<file path="src/rtl/fetch_queue_pkg.sv">
// Shared pipeline definitions for the fetch/decode boundary: datapath width,
// the canonical NOP and the (pc, instr) entry carried by the queue and the IF/ID register.
package fetch_queue_pkg;

    localparam int XLEN = 32;

    // addi x0, x0, 0
    localparam logic [XLEN-1:0] NOP_INSTR = 32'h0000_0013;

    typedef struct packed {
        logic [XLEN-1:0] pc;
        logic [XLEN-1:0] instr;
    } fetch_entry_t;

endpackage

</file>
<file path="src/rtl/fetch_queue.sv">
// Instruction prefetch queue between fetch and decode: a DEPTH-entry circular FIFO of
// (pc, instr) pairs with valid/ready on both sides, flushed by execute-stage redirects.
module fetch_queue
    import fetch_queue_pkg::*;
#(
    parameter int DEPTH = 4
) (
    input  logic                    clk,
    input  logic                    reset,
    input  logic                    flush,
    input  logic                    in_valid,
    output logic                    in_ready,
    input  logic [XLEN-1:0]         in_pc,
    input  logic [XLEN-1:0]         in_instr,
    output logic                    out_valid,
    input  logic                    out_ready,
    output logic [XLEN-1:0]         out_pc,
    output logic [XLEN-1:0]         out_instr,
    output logic                    out_misaligned,
    output logic [$clog2(DEPTH):0]  count
);

    localparam int PTR_W = $clog2(DEPTH);
    localparam int CNT_W = PTR_W + 1;
    localparam logic [CNT_W-1:0] FULL_COUNT = CNT_W'(DEPTH);

    if (DEPTH < 2 || DEPTH > 16 || (DEPTH & (DEPTH - 1)) != 0) begin : g_bad_depth
        $error("fetch_queue: DEPTH must be a power of two in 2..16");
    end

    fetch_entry_t           r_mem [DEPTH];
    logic [PTR_W-1:0]       r_wr_ptr;
    logic [PTR_W-1:0]       r_rd_ptr;
    logic [CNT_W-1:0]       r_count;

    logic                   w_push;
    logic                   w_pop;
    fetch_entry_t           w_head;

    // Handshakes are decided from the registered count only, so out_ready never reaches in_ready.
    assign in_ready  = (r_count != FULL_COUNT);
    assign out_valid = (r_count != '0);
    assign count     = r_count;

    assign w_push = in_valid && in_ready;
    assign w_pop  = out_valid && out_ready;
    assign w_head = r_mem[r_rd_ptr];

    // NOTE: the entry array has no reset; stale contents are never visible because
    // out_* are gated by count, and leaving it unreset keeps it as plain storage.
    always_ff @(posedge clk) begin
        if (w_push && !flush) begin
            r_mem[r_wr_ptr] <= '{pc: in_pc, instr: in_instr};
        end
    end

    // NOTE: state registers use non-blocking assignment so every reader sees the
    // pre-edge values regardless of process evaluation order.
    always_ff @(posedge clk or negedge reset) begin
        if (!reset) begin
            r_wr_ptr <= '0;
            r_rd_ptr <= '0;
            r_count  <= '0;
        end else if (flush) begin
            r_wr_ptr <= '0;
            r_rd_ptr <= '0;
            r_count  <= '0;
        end else begin
            // Pointers wrap naturally at DEPTH because DEPTH is a power of two.
            if (w_push) begin
                r_wr_ptr <= r_wr_ptr + 1'b1;
            end
            if (w_pop) begin
                r_rd_ptr <= r_rd_ptr + 1'b1;
            end
            if (w_push && !w_pop) begin
                r_count <= r_count + 1'b1;
            end else if (w_pop && !w_push) begin
                r_count <= r_count - 1'b1;
            end
        end
    end

    // NOTE: every output is given a default before the conditional so no latch is inferred.
    always_comb begin
        out_pc         = '0;
        out_instr      = NOP_INSTR;
        out_misaligned = 1'b0;
        if (out_valid) begin
            out_pc         = w_head.pc;
            out_instr      = w_head.instr;
            out_misaligned = (w_head.pc[1:0] != 2'b00);
        end
    end

endmodule

</file>
<file path="config.mk">
export PLATFORM = sky130hd
export DESIGN_NAME = fetch_queue
export DESIGN_NICKNAME = d
export VERILOG_FILES = /design/src/rtl/fetch_queue_pkg.sv /design/src/rtl/fetch_queue.sv
export SDC_FILE = /design/constraint.sdc
export NUM_CORES = 1
export LEC_CHECK = 0
export CORE_UTILIZATION = 35
export CTS_CLUSTER_DIAMETER = 30
export CTS_CLUSTER_SIZE = 25
export DETAILED_ROUTE_END_ITERATION = 12
export PLACE_DENSITY = 0.56
export SYNTH_ARGS = -nofsm -noshare
export SYNTH_HDL_FRONTEND = slang
export SYNTH_SLANG_ARGS = --single-unit
</file>
<file path="constraint.sdc">
create_clock -name clk -period 3.31 [get_ports clk]
set_clock_uncertainty 0.1 [all_clocks]
set_input_delay 0.331 -clock clk [delete_from_list [all_inputs] [get_ports clk]]
set_output_delay 0.331 -clock clk [all_outputs]
set_load 0.005 [all_outputs]
</file>
==> qor.csv, run 1 <==
metric,value,unit
synthTopCellsByCount,"edfxtp_1 (256), mux4_2 (64), nor2b_1 (59)",
hold_depth,1,
ctsResizeCount,0,
drtPass1Iterations,4,
p_per_area,869,mW/mm^2
peakVddDrop,519,uV
holdWs,0.321,ns
fin_crit,3.03,ns
period_share,91.7,%
gr-total-overflow,0,
place_congestion,0.769,
drv_cap,0,
critPathRequiredTime,2.88,ns
crit_path_end_kind,output port,
slew_violations,0,
syn-cell-area,0.0102,mm^2
fin_tns_setup,0,ns
p_total,12.4,mW
hold_path_class,input port to register,
antenna_cells,0,
initial_core_util,35.6,%
post-place-ws,0.621,ns
grt_pass1_vias,5765,
htree_levels,2,
io_buffers,138,
start_kind,register,
layout-drive-gt1-share,27.0,%
numCtsBuffers,56,
post-route-drc-count,0,
cts_tree,yes,
path_class,register to output port,
areaGrowthSynthToFinish,38.8,%
yosysWarnings,0,
synthCells,470,
setup_slack,0.275,ns
grt_max_degree,67,
ctsLongestPathBuffers,3,
fin_cells,1095,
num_rows,62,
antenna_found_initial,0,
yosysMostFrequentCell,edfxtp_1,
io_pins,139,
crit_fanout,23,
ant_nets,0,
coreArea,0.0288,mm^2
timing.fmax,330,MHz
synth_area_leaders,"edfxtp_1 (75%), mux4_2 (14%), nor2b_1 (3.6%)",
cts_sinks,263,
grt_pass1_wl,32.5,mm
finalSetupViolCount,0,
maxSlewHeadroom,67.2,%
clk_latency,0.54,ns
crit_arrival,2.60,ns
stdcell_area,0.0142,mm^2
finish.utilization,49.4,%
ys_async_sr_fraction,2.66,%
syn_nets,544,
rsz0062_at_grt,no,
vias,5163,
die_w,173,um
die_h,173,um
routed_wl,20.8,mm
viasPerCell,4.72,
reg2reg_depth,6,
place_area,0.0122,mm^2
synth-main-ff-cell,edfxtp_1,
synth_enable_flop_cells,256,
ys_ff_latch,263,
netlist-cell-type-count,33,
p_leak,4.66,nW
dieArea,0.0300,mm^2
cts_root_buf,clkbuf_16,
post_synth.cell_area_avg,21.8,um^2
dp.cells,980,
yosysSeqAreaShare,76.8,%
status,finished clean,
track_usage,14.2,%
yosysTopAreaCellShare,75.1,%
drt_first_iter_violations,303,
wl_per_cell,19.0,um
clkSlewWorstSetupHoldPaths,0.04,ns
hold_viol_final,0,
synth_largest_area_cell,edfxtp_1,
nets,739,
dp_hpwl,11.9,mm
tightest_slew,0.492,ns
[cell families after synthesis]
kind of cell             Yosys count  share of synthesized area (%)
flip-flops                       263                           76.8
AO/OA/AOI/OAI                     14                           1.03
multiplexers                      67                           14.4
buffers and inverters             34                           1.91
XOR/XNOR                           2                          0.171
adder cells (fa/ha/maj)            5                          0.684
AND/OR/NAND/NOR                   85                           5.06
[registers in the layout (all words and copies together) (netlist names)]
name	flops
r_mem	256
r_wr_ptr	2
r_rd_ptr	2
count	3
[placed cells by master (no fill, tap or decap), types with 8 or more instances in the layout]
cell             instances
clkinv_2                 9
nor2_1                  10
clkbuf_16               57
nor2b_1                 59
mux4_2                  64
clkinvlp_4               9
bufinv_16                8
buf_12                  10
inv_1                    8
edfxtp_1               256
buf_4                   14
clkdlybuf4s50_1        138
[critical path, stage by stage (launching register included)]
cell and delay (ns):
dfrtp_4 0.48, buf_4 0.15, buf_12 0.20, mux4_2 0.53, or2_1 0.23, clkdlybuf4s50_1 0.44
[path summary, 6_finish.rpt]
kind	end	slack, ns	startpoint
max	out_instr[4]	0.28	r_rd_ptr[0]$_DFFE_PN0P_
min	r_mem[3][37]$_DFFE_PP_	0.32	in_pc[5]
max reg2reg	count[2]$_DFFE_PN0P_	0.75	count[2]$_DFFE_PN0P_
min reg2reg	r_wr_ptr[1]$_DFFE_PN0P_	0.51	r_wr_ptr[1]$_DFFE_PN0P_
max in group asynchronous	r_rd_ptr[1]$_DFFE_PN0P_	2.31	reset
min in group asynchronous	r_wr_ptr[1]$_DFFE_PN0P_	0.51	reset
[layout make-up]
class,instances,area (um^2)
flip-flops and latches,263,7870
fillers,2339,14600
repair buffers,163,1700
clock buffers,60,1440
clock inverters,44,509
multi-input cells,173,2190
inverters,8,30.0
well taps,384,480
[metal layers]
layer / part of all wire, % / global-route usage (%) / vias to the layer above
met1: 43 / 17.7 / 2656
met5: 0 / 0 / -
met4: 1.9 / 4.65 / 0
li1: - / - / 2315
met3: 5.5 / 4.07 / 39
met2: 50 / 23.8 / 153
[power by group]
group / switching [mW] / internal [mW] / leakage (nW)
Combinational: 1.14 / 1.71 / 1.32
Sequential: 0.117 / 3.84 / 2.41
Clock: 1.78 / 3.78 / 0.926
[timing repair]
action	CTS	global route
hold buffers	1	0
setup endpoints to repair	0	1
endpoints found under the hold margin	7	0
setup buffers	0	10
(Power assumes the default switching activity.)
==> inputs of run 2 (changes only) <==
CORE_ASPECT_RATIO = 0.6   (was unset)
clock period = 3.5 ns   (was 3.31 ns; I/O delays follow)
==> run 2 against run 1 <==
Wire length up 3.9%. Critical path depth down 1. Sequential power down 4%. Setup slack worse by 0.0038 ns. Clock power down 35%.
==> qor.csv, run 2 (synthesis gave the netlist of run 1 again) <==
metric,value,unit,change
cts_setup_buffers,0,,unchanged
coreArea,0.0288,mm^2,about the same
htree_levels,2,,unchanged
busiest_layer,met2,,unchanged
cp-startpoint,r_rd_ptr[0]$_DFFE_PN0P_,,unchanged
hold_viol_final,0,,unchanged
die_h,135,um,was 173 um
ctsLongestPathBuffers,3,,unchanged
initial_core_util,35.6,%,about the same
multiInputGateArea,0.00219,mm^2,unchanged
drv_cap,0,,unchanged
combPwrFrac,25.8,%,was 23.0%
post-route-drc-count,0,,unchanged
final-seq-area,0.00787,mm^2,unchanged
start_kind,register,,unchanged
numCtsBuffers,37,,was 56
grt_pass1_vias,5521,,"was 5,765"
vias,5071,,"was 5,163"
largest_reg_flops,256,,unchanged
cts.hold.buffers_added,0,,was 1
timing.fmax,310,MHz,
period_share,92.2,%,
dieArea,0.0300,mm^2,about the same
stdcell_area,0.0134,mm^2,was 0.0142 mm^2
num_rows,48,,was 62
io_pins,139,,unchanged
track_usage,14.9,%,was 14.2%
drt_first_iter_violations,399,,was 303
antenna_cells,0,,unchanged
place_area,0.0121,mm^2,was 0.0122 mm^2
grt_use_met3,4.35,%,was 4.07%
slew_violations,0,,unchanged
tightest_slew,0.590,ns,was 0.492 ns
ctsResizeCount,0,,unchanged
die_w,223,um,was 173 um
internal_power,7.38,mW,was 9.33 mW
swShare,26.1,%,was 24.5%
wl_per_cell,20.8,um,was 19.0 um
r2r_start,count[0]$_DFFE_PN0P_,,was count[2]$_DFFE_PN0P_
hold_path_class,input port to asynchronous set/reset pin,,was input port to register
critPathRequiredTime,3.05,ns,was 2.88 ns
antenna_found_initial,2,,was 0
grtUsageMet2,23.3,%,was 23.8%
p_leak,4.25,nW,was 4.66 nW
fin_cells,1039,,"was 1,095"
final_common_cell,edfxtp_1,,unchanged
place_congestion,0.747,,was 0.769
cts_root_buf,clkbuf_16,,unchanged
cts_tree,yes,,unchanged
cts_sinks,263,,unchanged
net-switching-power,2.60,mW,was 3.03 mW
path_class,register to output port,,unchanged
ant_nets,0,,unchanged
crit_fanout,27,,was 23
routed_wl,21.6,mm,was 20.8 mm
rsz0062_at_grt,no,,unchanged
pwr-share-clk,36.2,%,was 44.9%
fin_tns_setup,0,ns,unchanged
maxSlewHeadroom,60.6,%,was 67.2%
fill_cells,2418,,"was 2,339"
regToRegSetupSlack,0.94,ns,was 0.75 ns
clk_latency,0.50,ns,was 0.54 ns
clkSlewWorstSetupHoldPaths,0.06,ns,was 0.04 ns
fin_crit,3.23,ns,
p_per_area,747,mW/mm^2,was 869 mW/mm^2
grt_util_met1,20.4,%,was 17.7%
io_buffers,138,,unchanged
gr-total-overflow,0,,unchanged
crit_path_end_kind,output port,,unchanged
grt_max_degree,43,,was 67
peakVddDrop,301,uV,was 519 uV
areaGrowthSynthToFinish,30.5,%,was 38.8%
status,finished clean,,unchanged
grt_pass1_wl,33.1,mm,was 32.5 mm
layout-drive-gt1-share,22.3,%,was 27.0%
dp_hpwl,13.2,mm,was 11.9 mm
crit_arrival,2.78,ns,was 2.60 ns
regMostFlops,r_mem,,unchanged
drtPass1Iterations,6,,was 4
dp.cells,972,,was 980
final_cell_mix,"edfxtp_1 (256), clkdlybuf4s50_1 (138), mux4_2 (64)",,unchanged
p_seq_share,38.1,%,was 32.1%
finalSetupViolCount,0,,unchanged
reg2reg_depth,6,,unchanged
reg2reg_to,count[2]$_DFFE_PN0P_,,unchanged
nets,710,,was 739
viasPerCell,4.88,,was 4.72
[run 2: critical path: stages, from the launching register on]
cell and delay, ns:
dfrtp_4 0.79, buf_12 0.30, mux4_2 0.52, nor2b_1 0.17, clkdlybuf4s50_1 0.48
[run 2: area by class of cell]
| type | count | share of cell area (%) |
|---|---|---|
| sequential | 263 | 58.9 |
| clock buffer | 42 | 7.39 |
| tap | 375 | 3.51 |
| multi-input combinational | 173 | 16.4 |
| clock inverter | 25 | 1.75 |
| inverter | 8 | 0.225 |
| timing repair buffer | 153 | 11.8 |
[run 2: power by group through the flow]
stage | clock network, mW | registers [mW] | logic (mW)
final | 3.61 | 3.80 | 2.57
after global routing | 3.82 | 3.84 | 2.80
after CTS | 3.69 | 3.81 | 2.65
after detailed placement | 0 | 3.87 | 2.63
after global placement | 0 | 3.87 | 2.62
after floorplan | 0 | 3.73 | 1.41
[run 2: worst max path at each step]
stage	cells after the start	end	slack [ns]
3_3_place_gp	4	out_pc[28]	0.73
4_1_cts	4	out_pc[30]	0.16
3_5_place_dp	5	r_mem[0][41]$_DFFE_PP_	0.61
5_1_grt	4	out_pc[30]	0.07
2_1_floorplan	3	r_mem[0][0]$_DFFE_PP_	0.55
6_report	4	out_pc[30]	0.27
[run 2: stage by stage]
step / setup slack [ns] / power [mW] / hold WS, ns / util [%]
after global routing: 0.0730 / 10.5 / 0.0349 / 46.5
after floorplan: 0.546 / 5.14 / -0.0456 / -
after detailed placement: 0.614 / 6.50 / 0.501 / 42.2
final: 0.272 / 9.99 / 0.0234 / 46.5
after CTS: 0.160 / 10.2 / 0.0122 / 46.5
after global placement: 0.730 / 6.48 / 0.479 / 42.2
[run 2: per-layer routing]
metal / routed length [um] / share of wire, %
met2: 10100 / 47
met5: 27 / 0.12
met3: 1390 / 6.4
met4: 362 / 1.7
met1: 9780 / 45
